--- config.mk ---
export PLATFORM = sky130hd
export DESIGN_NAME = fpu_seq
export DESIGN_NICKNAME = d
export VERILOG_FILES = /design/src/rtl/fp_pkg.sv /design/src/rtl/fpu_seq.sv
export SDC_FILE = /design/constraint.sdc
export NUM_CORES = 1
export LEC_CHECK = 0
export CAP_MARGIN = 25
export CORE_MARGIN = 10
export CORE_UTILIZATION = 41
export CTS_CLUSTER_DIAMETER = 150
export DETAILED_ROUTE_END_ITERATION = 12
export GPL_ROUTABILITY_DRIVEN = 0
export PLACE_DENSITY = 0.9
export SYNTH_ARGS = -nofsm -noshare
export SYNTH_HDL_FRONTEND = slang
export SYNTH_SLANG_ARGS = --single-unit
export TNS_END_PERCENT = 1
--- constraint.sdc ---
create_clock -name clk -period 1.96 [get_ports clk]
set_input_delay 0.588 -clock clk [delete_from_list [all_inputs] [get_ports clk]]
set_output_delay 0.588 -clock clk [all_outputs]
set_load 0.005 [all_outputs]
--- src/rtl/fp_pkg.sv ---
// +----------------------------------------------------------------------------+
// | fp_pkg : shared op-codes, flag indices, FSM state type and default format. |
// | Rev 1.0 : initial release                                                  |
// +----------------------------------------------------------------------------+
`default_nettype none

package fp_pkg;

   localparam int FP_EXP_DEF  = 8;
   localparam int FP_FRAC_DEF = 23;

   localparam logic [1:0] OP_ADD = 2'b00;
   localparam logic [1:0] OP_SUB = 2'b01;
   localparam logic [1:0] OP_MUL = 2'b10;
   localparam logic [1:0] OP_DIV = 2'b11;

   localparam int FLG_NX = 0;
   localparam int FLG_UF = 1;
   localparam int FLG_OF = 2;
   localparam int FLG_DZ = 3;
   localparam int FLG_NV = 4;

   typedef enum logic [1:0] {
      ST_IDLE = 2'd0,
      ST_EXEC = 2'd1,
      ST_RESP = 2'd2
   } state_t;

endpackage

`default_nettype wire

--- src/rtl/fpu_seq.sv ---
// +----------------------------------------------------------------------------+
// | fpu_seq : issue/collect front-end for a combinational FP ALU with sticky    |
// |           exception flags and a completed-operation counter.               |
// | Rev 1.0 : initial release                                                  |
// +----------------------------------------------------------------------------+
`default_nettype none

module fpu_seq
   import fp_pkg::*;
#(
   parameter int EXP     = FP_EXP_DEF,
   parameter int FRAC    = FP_FRAC_DEF,
   parameter int WIDTH   = EXP + FRAC + 1,
   parameter int ALU_LAT = 1
) (
   input  logic             clk,
   input  logic             rst_n,
   input  logic             req_valid,
   output logic             req_ready,
   input  logic [WIDTH-1:0] req_a,
   input  logic [WIDTH-1:0] req_b,
   input  logic [1:0]       req_op,
   input  logic             req_rm,
   output logic [WIDTH-1:0] alu_op_a,
   output logic [WIDTH-1:0] alu_op_b,
   output logic [1:0]       alu_op_code,
   output logic             alu_round_mode,
   input  logic [WIDTH-1:0] alu_result,
   input  logic [4:0]       alu_flags,
   output logic             rsp_valid,
   input  logic             rsp_ready,
   output logic [WIDTH-1:0] rsp_result,
   output logic [4:0]       rsp_flags,
   output logic [4:0]       fflags,
   input  logic             fflags_clr,
   output logic [15:0]      op_count,
   output logic             busy
);

   localparam int             LCW      = (ALU_LAT > 1) ? $clog2(ALU_LAT) : 1;
   localparam logic [LCW-1:0] LAT_LOAD = LCW'(ALU_LAT - 1);

   state_t           r_state;
   logic [LCW-1:0]   r_lat_cnt;
   logic [WIDTH-1:0] r_alu_a;
   logic [WIDTH-1:0] r_alu_b;
   logic [1:0]       r_alu_op;
   logic             r_alu_rm;
   logic [WIDTH-1:0] r_rsp_result;
   logic [4:0]       r_rsp_flags;
   logic [4:0]       r_fflags;
   logic [15:0]      r_op_count;
   logic             r_req_ready;
   logic             r_rsp_valid;
   logic             r_busy;

   logic             w_capture;
   logic [4:0]       w_fflags_next;

   assign w_capture     = (r_state == ST_EXEC) && (r_lat_cnt == '0);
   // A clear coinciding with a capture still keeps the newly captured flags.
   assign w_fflags_next = (fflags_clr ? 5'b0 : r_fflags) | (w_capture ? alu_flags : 5'b0);

   always_ff @(posedge clk or negedge rst_n) begin
      if (!rst_n) begin
         r_state      <= ST_IDLE;
         r_lat_cnt    <= '0;
         r_alu_a      <= '0;
         r_alu_b      <= '0;
         r_alu_op     <= 2'b00;
         r_alu_rm     <= 1'b0;
         r_rsp_result <= '0;
         r_rsp_flags  <= 5'b0;
         r_fflags     <= 5'b0;
         r_op_count   <= 16'd0;
         r_req_ready  <= 1'b1;
         r_rsp_valid  <= 1'b0;
         r_busy       <= 1'b0;
      end else begin
         r_fflags <= w_fflags_next;
         case (r_state)
            ST_IDLE: begin
               if (req_valid) begin
                  r_alu_a     <= req_a;
                  r_alu_b     <= req_b;
                  r_alu_op    <= req_op;
                  r_alu_rm    <= req_rm;
                  r_lat_cnt   <= LAT_LOAD;
                  r_state     <= ST_EXEC;
                  r_req_ready <= 1'b0;
                  r_busy      <= 1'b1;
               end
            end
            ST_EXEC: begin
               if (r_lat_cnt != '0) begin
                  r_lat_cnt <= r_lat_cnt - 1'b1;
               end else begin
                  r_rsp_result <= alu_result;
                  r_rsp_flags  <= alu_flags;
                  r_state      <= ST_RESP;
                  r_rsp_valid  <= 1'b1;
               end
            end
            ST_RESP: begin
               if (rsp_ready) begin
                  r_op_count  <= r_op_count + 16'd1;
                  r_state     <= ST_IDLE;
                  r_rsp_valid <= 1'b0;
                  r_req_ready <= 1'b1;
                  r_busy      <= 1'b0;
               end
            end
            default: begin
               r_state     <= ST_IDLE;
               r_rsp_valid <= 1'b0;
               r_req_ready <= 1'b1;
               r_busy      <= 1'b0;
            end
         endcase
      end
   end

   assign req_ready      = r_req_ready;
   assign rsp_valid      = r_rsp_valid;
   assign busy           = r_busy;
   assign alu_op_a       = r_alu_a;
   assign alu_op_b       = r_alu_b;
   assign alu_op_code    = r_alu_op;
   assign alu_round_mode = r_alu_rm;
   assign rsp_result     = r_rsp_result;
   assign rsp_flags      = r_rsp_flags;
   assign fflags         = r_fflags;
   assign op_count       = r_op_count;

endmodule

`default_nettype wire

Word level (Yosys, flattened, before mapping)
Index checks and enable logic that the tools add are counted.

Bits of input ports: 109. Register bits after elaboration: 131. Word-level logic and storage cells: 50.

Reductions and logical operators: 10. Mux-type cells: 16. Eq/ne operators: 5. $add $sub $neg: 2. Bitwise operators: 4.

Operator list (number): 16-bit by 1-bit adder with 16-bit output (second input constant) (1); 5-bit 2-to-1 mux (2); 1-bit case mux with 3 select lines (3); 3-bit AND reduction (3); 2-bit AND reduction (4); 1-bit 2-to-1 mux (6); 2-bit 2-to-1 mux (3); 2-bit != test (second input constant) (3); 2-bit case mux with 3 select lines (1); 5-bit OR (1); 1-bit NOT (3); 2-bit by 1-bit == test with 1-bit output (second input constant) (1); 2-bit == test (second input constant) (1); 2-bit logical NOT (1); 1-bit case mux with 2 select lines (1); 2-bit nonzero test (1); 1-bit logical AND (1); 1-bit subtractor (second input constant) (1).

Longest topological paths before layout
Gate-level depths: netlist (run 1).

Word-level depth: 4. Gate-level depth with buffers: 6. Depth with buffers taken out: 5.

Least setup slack after synthesis (run 1)
OpenSTA, ideal clock, no wires.

Path kind: input-to-reg. From: input req_valid. To: register r_alu_b[10] (netlist: alu_op_b[10]). Stages on the path: 5. Library setup time: 0.125 ns. Arrival: 1.478 ns. Setup slack: 0.357 ns. Data required time: 1.835 ns. Path buffers: 2. Cell sequence: nand2b_1 > nor2_2 > buf_4 > buf_4 > mux2_2.

Cells in the longest elaborated chain, start to end: 1.

Ends and longest elaborated chain: start: declaration (RTL line fpu_seq.sv:18) `input logic req_valid,`; 2-bit AND reduction (no line); end signal: assignment (RTL line fpu_seq.sv:85) `r_alu_b <= req_b;`; end: declaration (RTL line fpu_seq.sv:46) `logic [WIDTH-1:0] r_alu_b;`.

Every way passes these cells. A chain may end at the register's enable or synchronous reset.

Final worst setup path (run 1)
From: register r_op_count[15] (netlist: op_count[15]). To: output op_count[15].

RTL lines: start: declaration (RTL line fpu_seq.sv:52) `logic [15:0] r_op_count;`; start signal: assignment (RTL line fpu_seq.sv:106) `r_op_count <= r_op_count + 16'd1;`; end: declaration (RTL line fpu_seq.sv:36) `output logic [15:0] op_count,`.

No word-level cell between the ends.

==> parameters.txt, run 1 <==
Parameter                              Value

Outcome
  Run status ... complete, no violations

Final layout
  Diode insertion count for antenna repair ... 0
  Share of cells above drive strength 1 ... between 15 and 20%
  Fill cell count ... 882
  Share of the core filled with cells in the final layout ... 67.5%
  Final net count ... about 760
  Area added between synthesis and finish ... 62.6%

Pwr
  Total Power Consumption ... between 10000 and 15000 uW
  PD cells ... 1520 nW/um^2
  Maximum VDD drop ... 0.863 mV
  Leakage ... 0.00367 uW

Synthesis
  Fraction of synthesis flops using an asynchronous set or reset pin ... 100%
  Top cells by instance count after synthesis ... sky130_fd_sc_hd__dfrtp_1 (129), sky130_fd_sc_hd__nand2_1 (120), sky130_fd_sc_hd__mux2_2 (68)
  Instance count of the mapped netlist ... roughly 390
  Post-Synthesis Net Count ... 503
  Register area share after synthesis ... 65.8%
  Synth Cell Area ... 4950 sq um
  Number of enable-type register cells in the synthesized netlist ... 0
  Synth warn ... 0
  Mean instance size in the synthesized netlist ... 12.6 sq um
  Distinct cell type count after synthesis ... 29
  Seq cells post-synth ... 130
  Most frequent cell after synthesis ... sky130_fd_sc_hd__dfrtp_1
  Cell type contributing the most total cell area after synthesis ... sky130_fd_sc_hd__dfrtp_1
  Main flop type after synthesis ... sky130_fd_sc_hd__dfrtp_1
  Top cell type's share of synthesized area ... 65.2%
  Top cells by area in the synthesized netlist ... sky130_fd_sc_hd__dfrtp_1 (65%), sky130_fd_sc_hd__mux2_2 (15%), sky130_fd_sc_hd__nand2_1 (9.1%)

Floorplanning
  Area of the die ... between 15000 and 20000 sq um
  Standard-cell row count ... 40
  Die Span X ... 130 um
  Core region area ... 11900 sq um
  Die height ... 130 um
  Effective utilization at floorplan ... 41.5%
  Ports ... 237

Clocking
  Hold-fix buffers, CTS ... 0
  Number of H-tree levels ... 4
  Post-CTS clock slew at the launch and capture registers of the worst setup and hold paths ... 50 ps
  Clock insertion delay at the later pin of the skew report ... 420 ps
  Sinks on the clock net ... 130
  Clock root cell ... sky130_fd_sc_hd__clkbuf_16
  CTS tree ... done
  Clock buffers created by TritonCTS ... 17
  Clock buffer depth ... 2
  Number of buffers added for setup after CTS ... 0

Timing
  Worst slew margin relative to its limit ... between 70% and 80%
  Final setup slack of the worst path ... 51.5 ps
  Slew at the pin closest to its max-slew limit ... 393 ps
  Final hold viol count ... 0
  Final Setup Violations ... 0
  Unrepaired setup endpoints after global routing ... no
  Share of the cycle needed by the critical path after routing ... 97.4%
  Worst clock skew ... 4.88 ps
  Hold slack ... between 20 and 30 ps
  Period minus WS final ... 1910 ps
  Highest clock rate ... approximately 0.52 GHz
  Fin. max-slew vios ... 0
  Setup total negative slack ... 0 ps

Placement
  Post-detail-place hpwl ... between 10000 and 15000 um
  Port bufs ... 236
  Worst setup timing slack at the placement stage ... -253 ps

Worst setup path
  Crit-path max cell delay ... 530 ps
  Top fanout value on the critical path ... 2
  Required time of the critical path ... roughly 1400 ps
  Crit path max-delay family ... buffers and inverters
  Endpoint of the worst register-to-register path ... op_count[13]$_DFFE_PN0P_
  WS Path Type ... reg2out
  Reg2Reg Launch Point ... r_state[1]$_DFFE_PN0P_
  Worst-path cell chain ... clkdlybuf4s50_1
  Critical Path Source Type ... flop
  WP data arrival ... approximately 1300 ps
  Cell depth of the worst flop-to-flop path ... 4
  Category of the worst setup path capture point ... output port
  Critical Path Slowest Stage Cell ... sky130_fd_sc_hd__clkdlybuf4s50_1
  Buffers and inverters on the worst path ... 1
  Worst-case register-to-register setup slack ... 310 ps

GRT
  Initial antenna violation count ... 0
  Total congestion overflow after global routing ... 0
  Vias in the first global route ... ~4400
  Wire length of the first global-routing pass ... approximately 23000 um
  Global routing usage summed across all routing layers ... 17.9%
  Pin count of the biggest net entering global routing ... 60

Detailed routing
  Detail Route Antenna Nets ... 0
  Number of vias per cell after detailed routing ... 4.76
  Wire length per cell ... about 19 um
  Number of violations reported at the end of detailed-routing iteration 0 ... 188
  Length of the first detailed-routing pass in iterations ... 6
  Remaining routing DRC violations ... 0
  Via total after detailed routing ... roughly 3800
  Post-Route WL ... 15100 um

Min path
  Min-delay worst type ... in2async

Flow run
  Number of max-capacitance violations reported ... 0
state kept, by name, summed over array words and instances (netlist names):
| signal | flops |
|---|---|
| rsp_valid | 1 |
| fflags | 5 |
| rsp_flags | 5 |
| alu_op_a | 32 |
| alu_op_code | 2 |
| rsp_result | 32 |
| alu_round_mode | 1 |
| r_state | 2 |
| busy | 1 |
| req_ready | 1 |
| op_count | 16 |
| alu_op_b | 32 |
cell usage in the layout (no fill, tap or decap):
master | netlist | final
sky130_fd_sc_hd__nand4_1 | 5 | 5
sky130_fd_sc_hd__clkbuf_1 | 4 | 7
sky130_fd_sc_hd__xnor2_1 | 10 | 10
sky130_fd_sc_hd__nand3_1 | 2 | 2
sky130_fd_sc_hd__o21ai_0 | 6 | 6
sky130_fd_sc_hd__nand3b_4 | 1 | 1
sky130_fd_sc_hd__nand3_2 | 1 | 1
sky130_fd_sc_hd__dfrtp_1 | 129 | 128
sky130_fd_sc_hd__nor2b_2 | 0 | 1
sky130_fd_sc_hd__nor2_1 | 6 | 6
sky130_fd_sc_hd__mux2_2 | 68 | 68
sky130_fd_sc_hd__clkbuf_8 | 0 | 1
sky130_fd_sc_hd__clkdlybuf4s50_1 | 0 | 217
sky130_fd_sc_hd__a21o_1 | 1 | 1
sky130_fd_sc_hd__nor3_1 | 2 | 2
sky130_fd_sc_hd__clkinv_2 | 0 | 7
sky130_fd_sc_hd__dlygate4sd2_1 | 0 | 14
sky130_fd_sc_hd__ha_1 | 1 | 1
sky130_fd_sc_hd__inv_1 | 7 | 7
sky130_fd_sc_hd__nor2_4 | 0 | 1
sky130_fd_sc_hd__a21oi_1 | 2 | 2
sky130_fd_sc_hd__nand2b_1 | 1 | 1
sky130_fd_sc_hd__buf_4 | 4 | 11
sky130_fd_sc_hd__dfrtp_2 | 0 | 1
sky130_fd_sc_hd__dfstp_2 | 1 | 1
sky130_fd_sc_hd__dlymetal6s2s_1 | 0 | 4
sky130_fd_sc_hd__nand4b_1 | 1 | 1
sky130_fd_sc_hd__buf_12 | 0 | 3
sky130_fd_sc_hd__nor4_1 | 2 | 2
sky130_fd_sc_hd__o21a_1 | 1 | 1
sky130_fd_sc_hd__xor2_1 | 5 | 5
sky130_fd_sc_hd__or2b_1 | 1 | 1
sky130_fd_sc_hd__nor2_2 | 2 | 1
sky130_fd_sc_hd__or4_4 | 1 | 1
sky130_fd_sc_hd__clkbuf_16 | 0 | 17
sky130_fd_sc_hd__nand2_1 | 120 | 120
power breakdown:
part	total (uW)	internal, uW	switching, uW
clock	2710	1630	1080
sequential	4650	3910	740
combinational	4910	3150	1760
total	12300	8680	3580
per-stage QoR:
stage               area, sq um  std cells
floorplan                  4950        393
global placement           7550        773
detailed placement         7550        773
CTS                        8040        805
global route               8050        805
finish                     8050        805
worst max path at each step:
stage / startpoint / end / slack (ps) / cells past startpoint
final: op_count[15]$_DFFE_PN0P_ / op_count[15] / 50 / 1
after global routing: op_count[15]$_DFFE_PN0P_ / op_count[15] / 0.9 / 1
after CTS: op_count[10]$_DFFE_PN0P_ / op_count[10] / 10 / 1
after floorplan: req_valid / alu_op_b[10]$_DFFE_PN0P_ / 360 / 5
after detailed placement: rsp_ready / op_count[13]$_DFFE_PN0P_ / -250 / 5
after global placement: rsp_ready / op_count[13]$_DFFE_PN0P_ / -180 / 5
worst register-to-register path, delay by kind of cell, from the launching register on:
kind             cells  cell delay [ps]
flip-flops           1              570
XOR/XNOR             1              190
AND/OR/NAND/NOR      3              800
per-layer routing:
layer | wire length, um | up-vias | track usage (%)
met1 | 5250 | 1844 | 17.2
met4 | 352 | 0 | 7.67
met5 | 0 | - | 0
li1 | - | 1790 | -
met2 | 7660 | 174 | 30.9
met3 | 1820 | 25 | 10.2
cell families (layout without fill, tap and decap cells):
group / after synthesis / count (layout) / synth area share [%]
compound gates: 10 / 10 / 1.11
xor+xnor: 15 / 15 / 2.65
fa+ha+maj: 1 / 1 / 0.253
buf+inv: 23 / 288 / 2.22
flops: 130 / 130 / 65.8
mux: 68 / 68 / 15.5
simple gates: 146 / 146 / 12.5
timing repair:
item / CTS / global route
gates resized for setup: 15 / 4
hold endpoints to repair: 0 / 0
endpoints found under the setup margin: 14 / 4
final cells by class:
cell class | count | area, sq um | share of cell area [%]
sequential | 130 | 3260 | 40.5
timing repair buffer | 249 | 2490 | 30.9
multi-input combinational | 240 | 1590 | 19.8
clock buffer | 25 | 465 | 5.79
tap | 147 | 184 | 2.29
clock inverter | 7 | 35.0 | 0.435
inverter | 7 | 26.3 | 0.327
No activity file was read; power rests on OpenSTA's default activity.
==> run 2, diff against run 1 <==
Settings changed: CORE_ASPECT_RATIO set to 0.5.
==> parameters.txt, run 2 (synthesis results as in run 1) <==
Parameter                              Value

Clocking
  Post-CTS clock slew at the launch and capture registers of the worst setup and hold paths ... 60 ps (about the same)
  Clock buffers created by TritonCTS ... 17 (unchanged)
  Sinks on the clock net ... 130 (unchanged)
  Clock buffer depth ... 2 (unchanged)
  Clock insertion delay at the later pin of the skew report ... 410 ps (about the same)
  CTS tree ... done
  Hold-fix buffers, CTS ... 0 (unchanged)
  Clock root cell ... sky130_fd_sc_hd__clkbuf_16
  Number of H-tree levels ... 4 (unchanged)

GRT
  Total congestion overflow after global routing ... 0 (unchanged)
  Met2 demand-to-capacity share in global routing ... 38.0% (+7.2 points)
  Global routing usage summed across all routing layers ... 19.0% (+1.0 points)
  Met1 usage in global routing ... 18.5% (+1.3 points)
  Pin count of the biggest net entering global routing ... 40 (-33%)
  Vias in the first global route ... 4330 (-0.51%)
  Most utilized layer in the global route result ... met2
  Wire length of the first global-routing pass ... 25200 um (+8.5%)
  Met3 track demand over resource ... 3.88% (-6.3 points)
  Initial antenna violation count ... 0 (unchanged)

Detailed routing
  Wire length per cell ... 19.4 um (+3.8%)
  Length of the first detailed-routing pass in iterations ... 4 (-2)
  Remaining routing DRC violations ... 0 (unchanged)
  Via total after detailed routing ... 3865 (+0.83%)
  Post-Route WL ... 16100 um (+6.8%)
  Number of vias per cell after detailed routing ... 4.67 (-2.0%)
  Number of violations reported at the end of detailed-routing iteration 0 ... 128 (-32%)
  Detail Route Antenna Nets ... 0 (unchanged)

Worst setup path
  Crit-path max cell delay ... 570 ps (+40 ps)
  Cell depth of the worst flop-to-flop path ... 4 (unchanged)
  Critical Path Slowest Stage Cell ... sky130_fd_sc_hd__clkdlybuf4s50_1
  Crit path max-delay family ... buffers and inverters
  WP data arrival ... 1330 ps (about the same)
  Reg2Reg Launch Point ... r_state[1]$_DFFE_PN0P_
  Required time of the critical path ... 1370 ps (about the same)
  Worst-case register-to-register setup slack ... 250 ps (-60 ps)
  Worst-path cell chain ... clkdlybuf4s50_1
  Critical Path Source Type ... flop
  Buffers and inverters on the worst path ... 1 (unchanged)
  Top fanout value on the critical path ... 2 (unchanged)
  Endpoint of the worst register-to-register path ... op_count[13]$_DFFE_PN0P_
  Category of the worst setup path capture point ... output port
  WS Path Type ... reg2out

Timing
  Worst slew margin relative to its limit ... 68.2% (-5.6 points)
  Final hold viol count ... 0 (unchanged)
  Fin. max-slew vios ... 0 (unchanged)
  Worst clock skew ... 7.36 ps (+2.48 ps)
  Unrepaired setup endpoints after global routing ... no
  Highest clock rate ... 0.520 GHz (-0.72%)
  Final Setup Violations ... 0 (unchanged)
  Share of the cycle needed by the critical path after routing ... 98.1% (+0.71 points)
  Period minus WS final ... 1920 ps (+13.9 ps)
  Slew at the pin closest to its max-slew limit ... 477 ps (+83.6 ps)

Pwr
  PD cells ... 1580 nW/um^2 (+3.7%)
  Maximum VDD drop ... 0.791 mV (-8.3%)
  Leakage ... 0.00374 uW (+2.1%)

Outcome
  Run status ... complete, no violations

Final layout
  Share of the core filled with cells in the final layout ... 69.9% (+2.4 points)
  Final net count ... 760 (+0.66%)
  Top library cells by usage in the layout, fill and taps aside ... sky130_fd_sc_hd__clkdlybuf4s50_1 (221), sky130_fd_sc_hd__dfrtp_1 (125), sky130_fd_sc_hd__nand2_1 (120)
  Most frequent standard cell in the layout excluding fill and tap cells ... sky130_fd_sc_hd__clkdlybuf4s50_1
  Share of cells above drive strength 1 ... 19.6% (+2.1 points)
  Diode insertion count for antenna repair ... 0 (unchanged)
  Finished layout cell area ... 8260 sq um (+2.6%)
  Area added between synthesis and finish ... 66.9%

Placement
  Port bufs ... 236 (unchanged)
  Post-detail-place hpwl ... 12100 um (+4.0%)
  Placement Cell Area ... 7620 sq um (+0.86%)

Floorplanning
  Area of the die ... 17100 sq um (+1.6%)
  Effective utilization at floorplan ... 41.9% (+0.37 points)
  Die height ... 97.7 um (-25%)
  Core region area ... 11800 sq um (-0.88%)
  Die Span X ... 175 um (+35%)
  Standard-cell row count ... 28 (-30%)
  Ports ... 237 (unchanged)

Min path
  Min-delay worst type ... in2async

Flow run
  Number of max-capacitance violations reported ... 0 (unchanged)
run 2: cell types whose count changed in the layout (fill, tap and decap cells not counted):
cell                              before  now
sky130_fd_sc_hd__buf_12                3    4
sky130_fd_sc_hd__dlymetal6s2s_1        4    5
sky130_fd_sc_hd__clkdlybuf4s50_1     217  221
sky130_fd_sc_hd__dfrtp_2               1    4
sky130_fd_sc_hd__clkinvlp_4            0    4
sky130_fd_sc_hd__dlygate4sd2_1        14    9
sky130_fd_sc_hd__clkinv_4              0    2
sky130_fd_sc_hd__buf_4                11   15
sky130_fd_sc_hd__clkinv_2              7    4
sky130_fd_sc_hd__dfrtp_1             128  125
sky130_fd_sc_hd__clkbuf_1              7    0
sky130_fd_sc_hd__bufinv_16             0    4
run 2: what timing repair did:
action,4_1_cts,5_1_grt
resized for setup,13,5
pin swaps,0,0
buffers inserted,0,1
endpoints found under the setup margin,12,6
run 2: per-layer routing:
| metal | wire length, um | vias to the layer above |
|---|---|---|
| li1 | - | 1805 |
| met1 | 5690 | 1943 |
| met2 | 9510 | 93 |
| met3 | 539 | 24 |
| met4 | 364 | 0 |
| met5 | 0 | - |
run 2: cell type report:
class / count / area, sq um
Timing Repair Buffer: 254 / 2550
Inverter: 7 / 26.3
Clock inverter: 14 / 188
Clock buffer: 18 / 439
Multi-Input combinational cell: 240 / 1590
Fill cell: 829 / 3550
Sequential cell: 130 / 3260
Tap cell: 165 / 206
run 2: per-stage QoR:
| stage | hold WS [ps] | TNS, ps | total power [uW] | setup WS (ps) | cells |
|---|---|---|---|---|---|
| after global routing | 106 | 0 | 13800 | 3.55 | 828 |
| after CTS | 98.5 | 0 | 13200 | 1.78 | 827 |
| after global placement | 456 | -4740 | 9550 | -173 | 795 |
| final | 97.5 | 0 | 13000 | 37.6 | 828 |
| after floorplan | 292 | 0 | 6360 | 357 | 393 |
| after detailed placement | 462 | -6700 | 9790 | -241 | 795 |
run 2: worst max-delay path by stage:
stage,from,to,slack (ps),depth (start not counted)
4_1_cts,op_count[6]$_DFFE_PN0P_,op_count[6],2,1
6_report,rsp_result[2]$_DFFE_PN0P_,rsp_result[2],40,1
5_1_grt,alu_op_b[5]$_DFFE_PN0P_,alu_op_b[5],4,1
3_3_place_gp,rsp_ready,op_count[13]$_DFFE_PN0P_,-170,5
2_1_floorplan,req_valid,alu_op_b[10]$_DFFE_PN0P_,360,5
3_5_place_dp,rsp_ready,op_count[13]$_DFFE_PN0P_,-240,5
run 2: report_power, final:
part	internal (uW)	leakage (uW)	switching (uW)
registers	3910	0.00157	747
clock network	2160	0.000298	1180
logic	3200	0.00187	1850
total	9260	0.00374	3780
